[config.mk]
export PLATFORM = sky130hd
export DESIGN_NAME = writeback_stage
export DESIGN_NICKNAME = d
export VERILOG_FILES = /design/src/rtl/writeback_stage.sv
export SDC_FILE = /design/constraint.sdc
export NUM_CORES = 1
export LEC_CHECK = 0
export ABC_CLOCK_PERIOD_IN_PS = 3900
export CORE_ASPECT_RATIO = 1.25
export CORE_MARGIN = 2
export CORE_UTILIZATION = 55
export CTS_CLUSTER_DIAMETER = 100
export DETAILED_ROUTE_END_ITERATION = 16
export PLACE_DENSITY = 0.8
export SLEW_MARGIN = 20
export SYNTH_ARGS = -nofsm -noshare
export SYNTH_HDL_FRONTEND = slang
export SYNTH_SLANG_ARGS = --single-unit
[constraint.sdc]
create_clock -name clk -period 3.9 [get_ports clk]
set_clock_uncertainty 0.2 [all_clocks]
set_input_delay 0.975 -clock clk [delete_from_list [all_inputs] [get_ports clk]]
set_output_delay 0.975 -clock clk [all_outputs]
set_load 0.02 [all_outputs]
[src/rtl/writeback_stage.sv]
`default_nettype none
// ============================================================================
// Module      : writeback_stage
// Description : Final pipeline stage. Merges ALU results (buffered in a small
//               FIFO) and load results (priority) onto the register-file
//               write port, and tracks in-flight destination registers.
// Revision    : 1.0 - initial release
// ============================================================================
module writeback_stage #(
    parameter int DATA_WIDTH = 16,
    parameter int ADDR_WIDTH = 3,
    parameter int FIFO_DEPTH = 4
) (
    input  logic                          clk,
    input  logic                          reset,
    input  logic                          alu_valid,
    output logic                          alu_ready,
    input  logic [ADDR_WIDTH-1:0]         alu_dest,
    input  logic [DATA_WIDTH-1:0]         alu_data,
    input  logic                          mem_valid,
    input  logic [ADDR_WIDTH-1:0]         mem_dest,
    input  logic [DATA_WIDTH-1:0]         mem_data,
    output logic                          write_enable,
    output logic [ADDR_WIDTH-1:0]         write_addr,
    output logic [DATA_WIDTH-1:0]         write_data,
    output logic [(2**ADDR_WIDTH)-1:0]    pending_mask,
    output logic [$clog2(FIFO_DEPTH):0]   fifo_level
);

    localparam int c_PTR_W = $clog2(FIFO_DEPTH);
    localparam int c_LVL_W = c_PTR_W + 1;
    localparam int c_REGS  = 2 ** ADDR_WIDTH;
    localparam logic [c_LVL_W-1:0] c_FULL = c_LVL_W'(FIFO_DEPTH);

    logic                  r_active;
    logic [c_LVL_W-1:0]    r_count;
    logic [c_PTR_W-1:0]    r_wr_ptr;
    logic [c_PTR_W-1:0]    r_rd_ptr;
    logic [ADDR_WIDTH-1:0] r_fifo_dest [FIFO_DEPTH];
    logic [DATA_WIDTH-1:0] r_fifo_data [FIFO_DEPTH];

    logic                  r_hold_valid;
    logic [ADDR_WIDTH-1:0] r_hold_dest;
    logic [DATA_WIDTH-1:0] r_hold_data;

    logic                  r_we;
    logic [ADDR_WIDTH-1:0] r_addr;
    logic [DATA_WIDTH-1:0] r_data;

    logic                  w_push;
    logic                  w_pop;
    logic                  w_sel_valid;
    logic [ADDR_WIDTH-1:0] w_sel_addr;
    logic [DATA_WIDTH-1:0] w_sel_data;
    logic [c_PTR_W-1:0]    w_offset;
    logic [c_REGS-1:0]     w_mask;

    // r_active keeps alu_ready low until the first edge after reset release
    assign alu_ready = r_active && (r_count != c_FULL);
    assign w_push    = alu_valid && alu_ready;
    assign w_pop     = !r_hold_valid && (r_count != '0);

    always_comb begin
        w_sel_valid = 1'b0;
        w_sel_addr  = '0;
        w_sel_data  = '0;
        if (r_hold_valid) begin
            w_sel_valid = 1'b1;
            w_sel_addr  = r_hold_dest;
            w_sel_data  = r_hold_data;
        end else if (w_pop) begin
            w_sel_valid = 1'b1;
            w_sel_addr  = r_fifo_dest[r_rd_ptr];
            w_sel_data  = r_fifo_data[r_rd_ptr];
        end
    end

    // An entry is live when its distance from the read pointer is below the count
    always_comb begin
        w_mask   = '0;
        w_offset = '0;
        for (int i = 0; i < FIFO_DEPTH; i++) begin
            w_offset = c_PTR_W'(i) - r_rd_ptr;
            if ({1'b0, w_offset} < r_count) begin
                w_mask[r_fifo_dest[i]] = 1'b1;
            end
        end
        if (r_hold_valid) begin
            w_mask[r_hold_dest] = 1'b1;
        end
        if (r_we) begin
            w_mask[r_addr] = 1'b1;
        end
    end

    always_ff @(posedge clk) begin
        if (w_push) begin
            r_fifo_dest[r_wr_ptr] <= alu_dest;
            r_fifo_data[r_wr_ptr] <= alu_data;
        end
    end

    always_ff @(posedge clk or negedge reset) begin
        if (!reset) begin
            r_active     <= 1'b0;
            r_count      <= '0;
            r_wr_ptr     <= '0;
            r_rd_ptr     <= '0;
            r_hold_valid <= 1'b0;
            r_hold_dest  <= '0;
            r_hold_data  <= '0;
            r_we         <= 1'b0;
            r_addr       <= '0;
            r_data       <= '0;
        end else begin
            r_active <= 1'b1;
            if (w_push) begin
                r_wr_ptr <= r_wr_ptr + c_PTR_W'(1);
            end
            if (w_pop) begin
                r_rd_ptr <= r_rd_ptr + c_PTR_W'(1);
            end
            case ({w_push, w_pop})
                2'b10:   r_count <= r_count + c_LVL_W'(1);
                2'b01:   r_count <= r_count - c_LVL_W'(1);
                default: r_count <= r_count;
            endcase
            r_hold_valid <= mem_valid;
            if (mem_valid) begin
                r_hold_dest <= mem_dest;
                r_hold_data <= mem_data;
            end
            r_we <= w_sel_valid;
            if (w_sel_valid) begin
                r_addr <= w_sel_addr;
                r_data <= w_sel_data;
            end
        end
    end

    assign write_enable = r_we;
    assign write_addr   = r_addr;
    assign write_data   = r_data;
    assign pending_mask = w_mask;
    assign fifo_level   = r_count;

endmodule
`default_nettype wire

==> flow_results.org <==
** Power
- In this run the static leakage power is 2.69 nW.
- After layout, the design draws a total of 5.21 mW.
- Power density of the placed cells :: 754 nW/um^2
- Maximum resistive drop on vdd :: approximately 430 uV

** Setup path
- Required arrival time at the worst endpoint :: 2720 ps
- STA classifies the critical path startpoint as a register.
- The slowest stage of the critical path is the sky130_fd_sc_hd__dfrtp_1 cell.
- Largest driver fanout on the critical path :: 4
- The worst setup path is captured at an output port.
- Category of the most critical setup path :: register to output port
- Delay of the slowest cell on the worst path :: 440 ps
- Ordered cell list for the critical path :: xor2_2 -> ha_1 -> nor2b_1 -> a211o_1 -> or3b_1 -> nand4_1 -> dlygate4sd2_1
- Arrival time at the worst endpoint :: approximately 2700 ps

** Timing
- Final hold analysis gives a worst-case slack of around 300 ps.
- The number of hold-slack violations in the final timing report is 0.
- At the pin with the least slew margin, the transition time is just under 900 ps.
- The number of pins with negative max-slew slack in the final report came to 0.
- Max Freq :: 261 MHz
- Post-layout min period :: approximately 3800 ps
- In this run the tightest slew margin relative to its limit is 0.410.
- Setup violations remaining at the end of the flow were counted as 0.
- Setup repair after global routing could not meet its margin everywhere.
- Final Cycle Share :: 0.982

** Synthesis
- Counting flops and latches in the post-synthesis netlist gives 124.
- EDFF count, synth :: 76
- Summing every instance area after synthesis gives between 5000 and 6000 um^2.
- Sequential share of the synthesized area :: 0.643
- Synthesis instantiated 50 different standard cells from the library.
- Counting every instance in the synthesized netlist gives ~350.
- FFs w/ async S/R, synth :: 0.387
- Synth Net Count :: slightly above 400
- The average instance in the mapped netlist occupies about 15 um^2.
- Yosys Warn Count :: 0
- Leading register cell type out of synthesis :: sky130_fd_sc_hd__edfxtp_1

** Floorplanning
- The die covers about 11000 um^2.
- The floorplan step set the die height to between 100 and 150 um.
- Total number of placement rows :: 40
- During I/O placement, the number of pins put on the boundary was 74.
- For this configuration, the core starts out at a cell density of 0.564.
- The die is between 90 and 100 um wide.
- Area inside the core boundary :: just under 10000 um^2

** Clock tree
- Clk_lat worst skew :: roughly 410 ps
- TritonCTS clock tree :: done
- Buffers from clock root to sink, at most :: 2
- Clock tree sinks :: approximately 120
- The number of hold buffers added after CTS was 0.
- CTS clk-pin slew, worst paths :: 50 ps
- Cell at the root of the clock tree :: sky130_fd_sc_hd__clkbuf_16
- CTS H-Tree Depth :: 4
- TritonCTS buffer count :: 17

** Placed design
- DPL Wire Length :: 7300 um
- After detailed placement, the total cell area comes to around 6300 um^2.
- Port Buffers :: between 70 and 80
- Final weighted congestion in routability-driven placement :: approximately 0.9

** Worst hold path
- Worst min-delay path category :: register to register

** Global routing
- Antenna violations before repair :: 0
- For this run, the total global-route usage over all layers was measured as 0.241.
- GR Overflow Total :: 0
- Maximum number of pins on one net before global-route repair :: 38
- The first global-routing pass estimated approximately 19000 um of wire.
- The via count of the first global-routing pass came to 3541.

** Final layout
- Layout cells sized above 1 :: 0.196
- Number of nets in the finished design :: just under 500
- Antenna fix cells :: 0
- From synthesis to final layout, the design area changed by 27.5%.
- Once layout is complete, the utilization of the core stands at 0.719.
- After filler insertion, the fill cell instance count of the layout stands at 620.
- With fillers left out, the area of the finished cells amounts to about 7000 um^2.

** Route
- The detail route stage leaves a number of antenna-violating nets equal to 0.
- Number of optimization iterations in the first detailed-route pass :: 6
- Drt total wl :: around 12000 um
- Post-detailed-route wirelength per cell :: approximately 21 um
- For this run, design rule violations remaining after detail routing come to 0.
- Number of DRC violations after detailed-routing iteration 0 :: 440
- After detailed routing, the number of vias per cell comes to roughly 6.
- Routed via count :: 3490

** Run status
- The run finished with clean final reports.

** Run
- Count of maximum capacitance violations :: 0
layout make-up:
cell class	count	area (um^2)	area share
Clock buffer	24	514	0.0744
Clock inverter	8	104	0.0150
Inverter	30	113	0.0163
Multi-Input combinational cell	180	1720	0.249
Sequential cell	124	3480	0.504
Tap cell	126	158	0.0228
Timing Repair Buffer	87	821	0.119
registers in the layout (all words and copies together), names as in the netlist:
| signal | count |
|---|---|
| r_fifo_dest | 12 |
| write_addr | 3 |
| write_data | 16 |
| r_rd_ptr | 2 |
| fifo_level | 3 |
| write_enable | 1 |
| r_hold_data | 16 |
| r_hold_dest | 3 |
| r_wr_ptr | 2 |
| r_active | 1 |
| r_fifo_data | 64 |
| r_hold_valid | 1 |
worst max-delay path: cells and delay by family (launching register included):
family,cells,cell delay [ps]
xor+xnor,1,240
buf+inv,1,330
fa+ha+maj,1,270
compound gates,1,370
simple gates,3,600
flops,1,440
metrics by stage:
| stage | setup slack, ps | std cells | TNS [ps] |
|---|---|---|---|
| 2_1_floorplan | 622 | 352 | 0 |
| 3_3_place_gp | 267 | 546 | 0 |
| 3_5_place_dp | 207 | 546 | 0 |
| 4_1_cts | 6.77 | 579 | 0 |
| 5_1_grt | -55.7 | 579 | -161 |
| 6_report | 70.9 | 579 | 0 |
power by group:
part           switching [mW]  internal [mW]  leakage (nW)
Sequential              0.197           1.63          1.26
Clock                   0.540           1.05         0.297
Combinational           0.954          0.832          1.14
Total                    1.69           3.52          2.69
routing by layer:
layer	up-vias	track usage	wire length, um
met1	1752	0.275	4380
met3	26	0.0629	894
met4	0	0.137	366
met5	-	0	0
met2	173	0.414	6460
li1	1539	-	-
cells by family after synthesis:
logic type	count (synthesis)	share of synthesized area
other	1	0.000692
buffers and inverters	48	0.0445
AO/OA/AOI/OAI	47	0.0715
multiplexers	39	0.124
flip-flops	124	0.643
adder cells (fa/ha/maj)	10	0.0245
XOR/XNOR	7	0.0113
AND/OR/NAND/NOR	76	0.0810
cell usage in the layout (no fill, tap or decap), types with 3 or more instances in the layout:
| cell | Yosys | layout |
|---|---|---|
| sky130_fd_sc_hd__nand3_1 | 8 | 8 |
| sky130_fd_sc_hd__xnor2_1 | 3 | 3 |
| sky130_fd_sc_hd__nand3b_1 | 5 | 5 |
| sky130_fd_sc_hd__buf_4 | 2 | 13 |
| sky130_fd_sc_hd__and3_1 | 4 | 4 |
| sky130_fd_sc_hd__clkbuf_16 | 0 | 19 |
| sky130_fd_sc_hd__xor2_1 | 4 | 3 |
| sky130_fd_sc_hd__a211oi_1 | 3 | 3 |
| sky130_fd_sc_hd__mux4_1 | 5 | 5 |
| sky130_fd_sc_hd__a21oi_1 | 3 | 3 |
| sky130_fd_sc_hd__dfrtp_1 | 48 | 48 |
| sky130_fd_sc_hd__nand2_1 | 13 | 13 |
| sky130_fd_sc_hd__ha_1 | 9 | 9 |
| sky130_fd_sc_hd__nor2b_1 | 10 | 10 |
| sky130_fd_sc_hd__nor2_1 | 9 | 8 |
| sky130_fd_sc_hd__nand4_1 | 6 | 6 |
| sky130_fd_sc_hd__o22ai_1 | 4 | 4 |
| sky130_fd_sc_hd__clkbuf_1 | 3 | 3 |
| sky130_fd_sc_hd__edfxtp_1 | 76 | 76 |
| sky130_fd_sc_hd__a31oi_1 | 6 | 6 |
| sky130_fd_sc_hd__mux4_2 | 14 | 14 |
| sky130_fd_sc_hd__dlygate4sd2_1 | 0 | 6 |
| sky130_fd_sc_hd__or3b_1 | 4 | 4 |
| sky130_fd_sc_hd__nand2b_1 | 4 | 4 |
| sky130_fd_sc_hd__clkdlybuf4s50_1 | 0 | 64 |
| sky130_fd_sc_hd__mux2_2 | 20 | 20 |
| sky130_fd_sc_hd__a222oi_1 | 18 | 18 |
| sky130_fd_sc_hd__inv_1 | 30 | 29 |
synthesized netlist by cell type (3+ instances only):
master	number	area, um^2
sky130_fd_sc_hd__nand3b_1	5	37.5
sky130_fd_sc_hd__clkbuf_1	3	11.3
sky130_fd_sc_hd__dfrtp_1	48	1200
sky130_fd_sc_hd__a21oi_1	3	15.0
sky130_fd_sc_hd__ha_1	9	113
sky130_fd_sc_hd__mux4_1	5	131
sky130_fd_sc_hd__nand2b_1	4	25.0
sky130_fd_sc_hd__nor2b_1	10	62.6
sky130_fd_sc_hd__inv_1	30	113
sky130_fd_sc_hd__mux2_2	20	225
sky130_fd_sc_hd__xnor2_1	3	26.3
sky130_fd_sc_hd__buf_2	6	30.0
sky130_fd_sc_hd__and3_1	4	25.0
sky130_fd_sc_hd__nor3_1	3	15.0
sky130_fd_sc_hd__nand4_1	6	37.5
sky130_fd_sc_hd__a31oi_1	6	37.5
sky130_fd_sc_hd__or3b_1	4	35.0
sky130_fd_sc_hd__nor2_1	9	33.8
sky130_fd_sc_hd__nand2_1	13	48.8
sky130_fd_sc_hd__a211oi_1	3	22.5
sky130_fd_sc_hd__buf_6	4	45.0
sky130_fd_sc_hd__nand3_1	8	40.0
sky130_fd_sc_hd__o22ai_1	4	25.0
sky130_fd_sc_hd__xor2_1	4	35.0
sky130_fd_sc_hd__a222oi_1	18	180
sky130_fd_sc_hd__mux4_2	14	315
sky130_fd_sc_hd__edfxtp_1	76	2280
final timing paths:
check,start,endpoint,slack (ps),cells after the start
worst max-delay path,r_rd_ptr[1]$_DFFE_PN0P_,pending_mask[5],70,7
min in group asynchronous,reset,r_wr_ptr[0]$_DFFE_PN0P_,480,1
worst min-delay path,write_data[9]$_DFFE_PN0P_,write_data[9]$_DFFE_PN0P_,300,2
worst min register to register,write_data[9]$_DFFE_PN0P_,write_data[9]$_DFFE_PN0P_,300,2
max in group asynchronous,reset,write_data[0]$_DFFE_PN0P_,2290,2
worst max register to register,fifo_level[0]$_DFFE_PN0P_,fifo_level[2]$_DFFE_PN0P_,1080,10
timing repair:
item / 4_1_cts / 5_1_grt
pin swaps: 1 / 0
buffers inserted: 1 / 0
endpoints found under the setup margin: 8 / 6
cloned: 0 / 0
hold endpoints to repair: 0 / 0
gates resized for setup: 11 / 6
(Power assumes the default switching activity.)
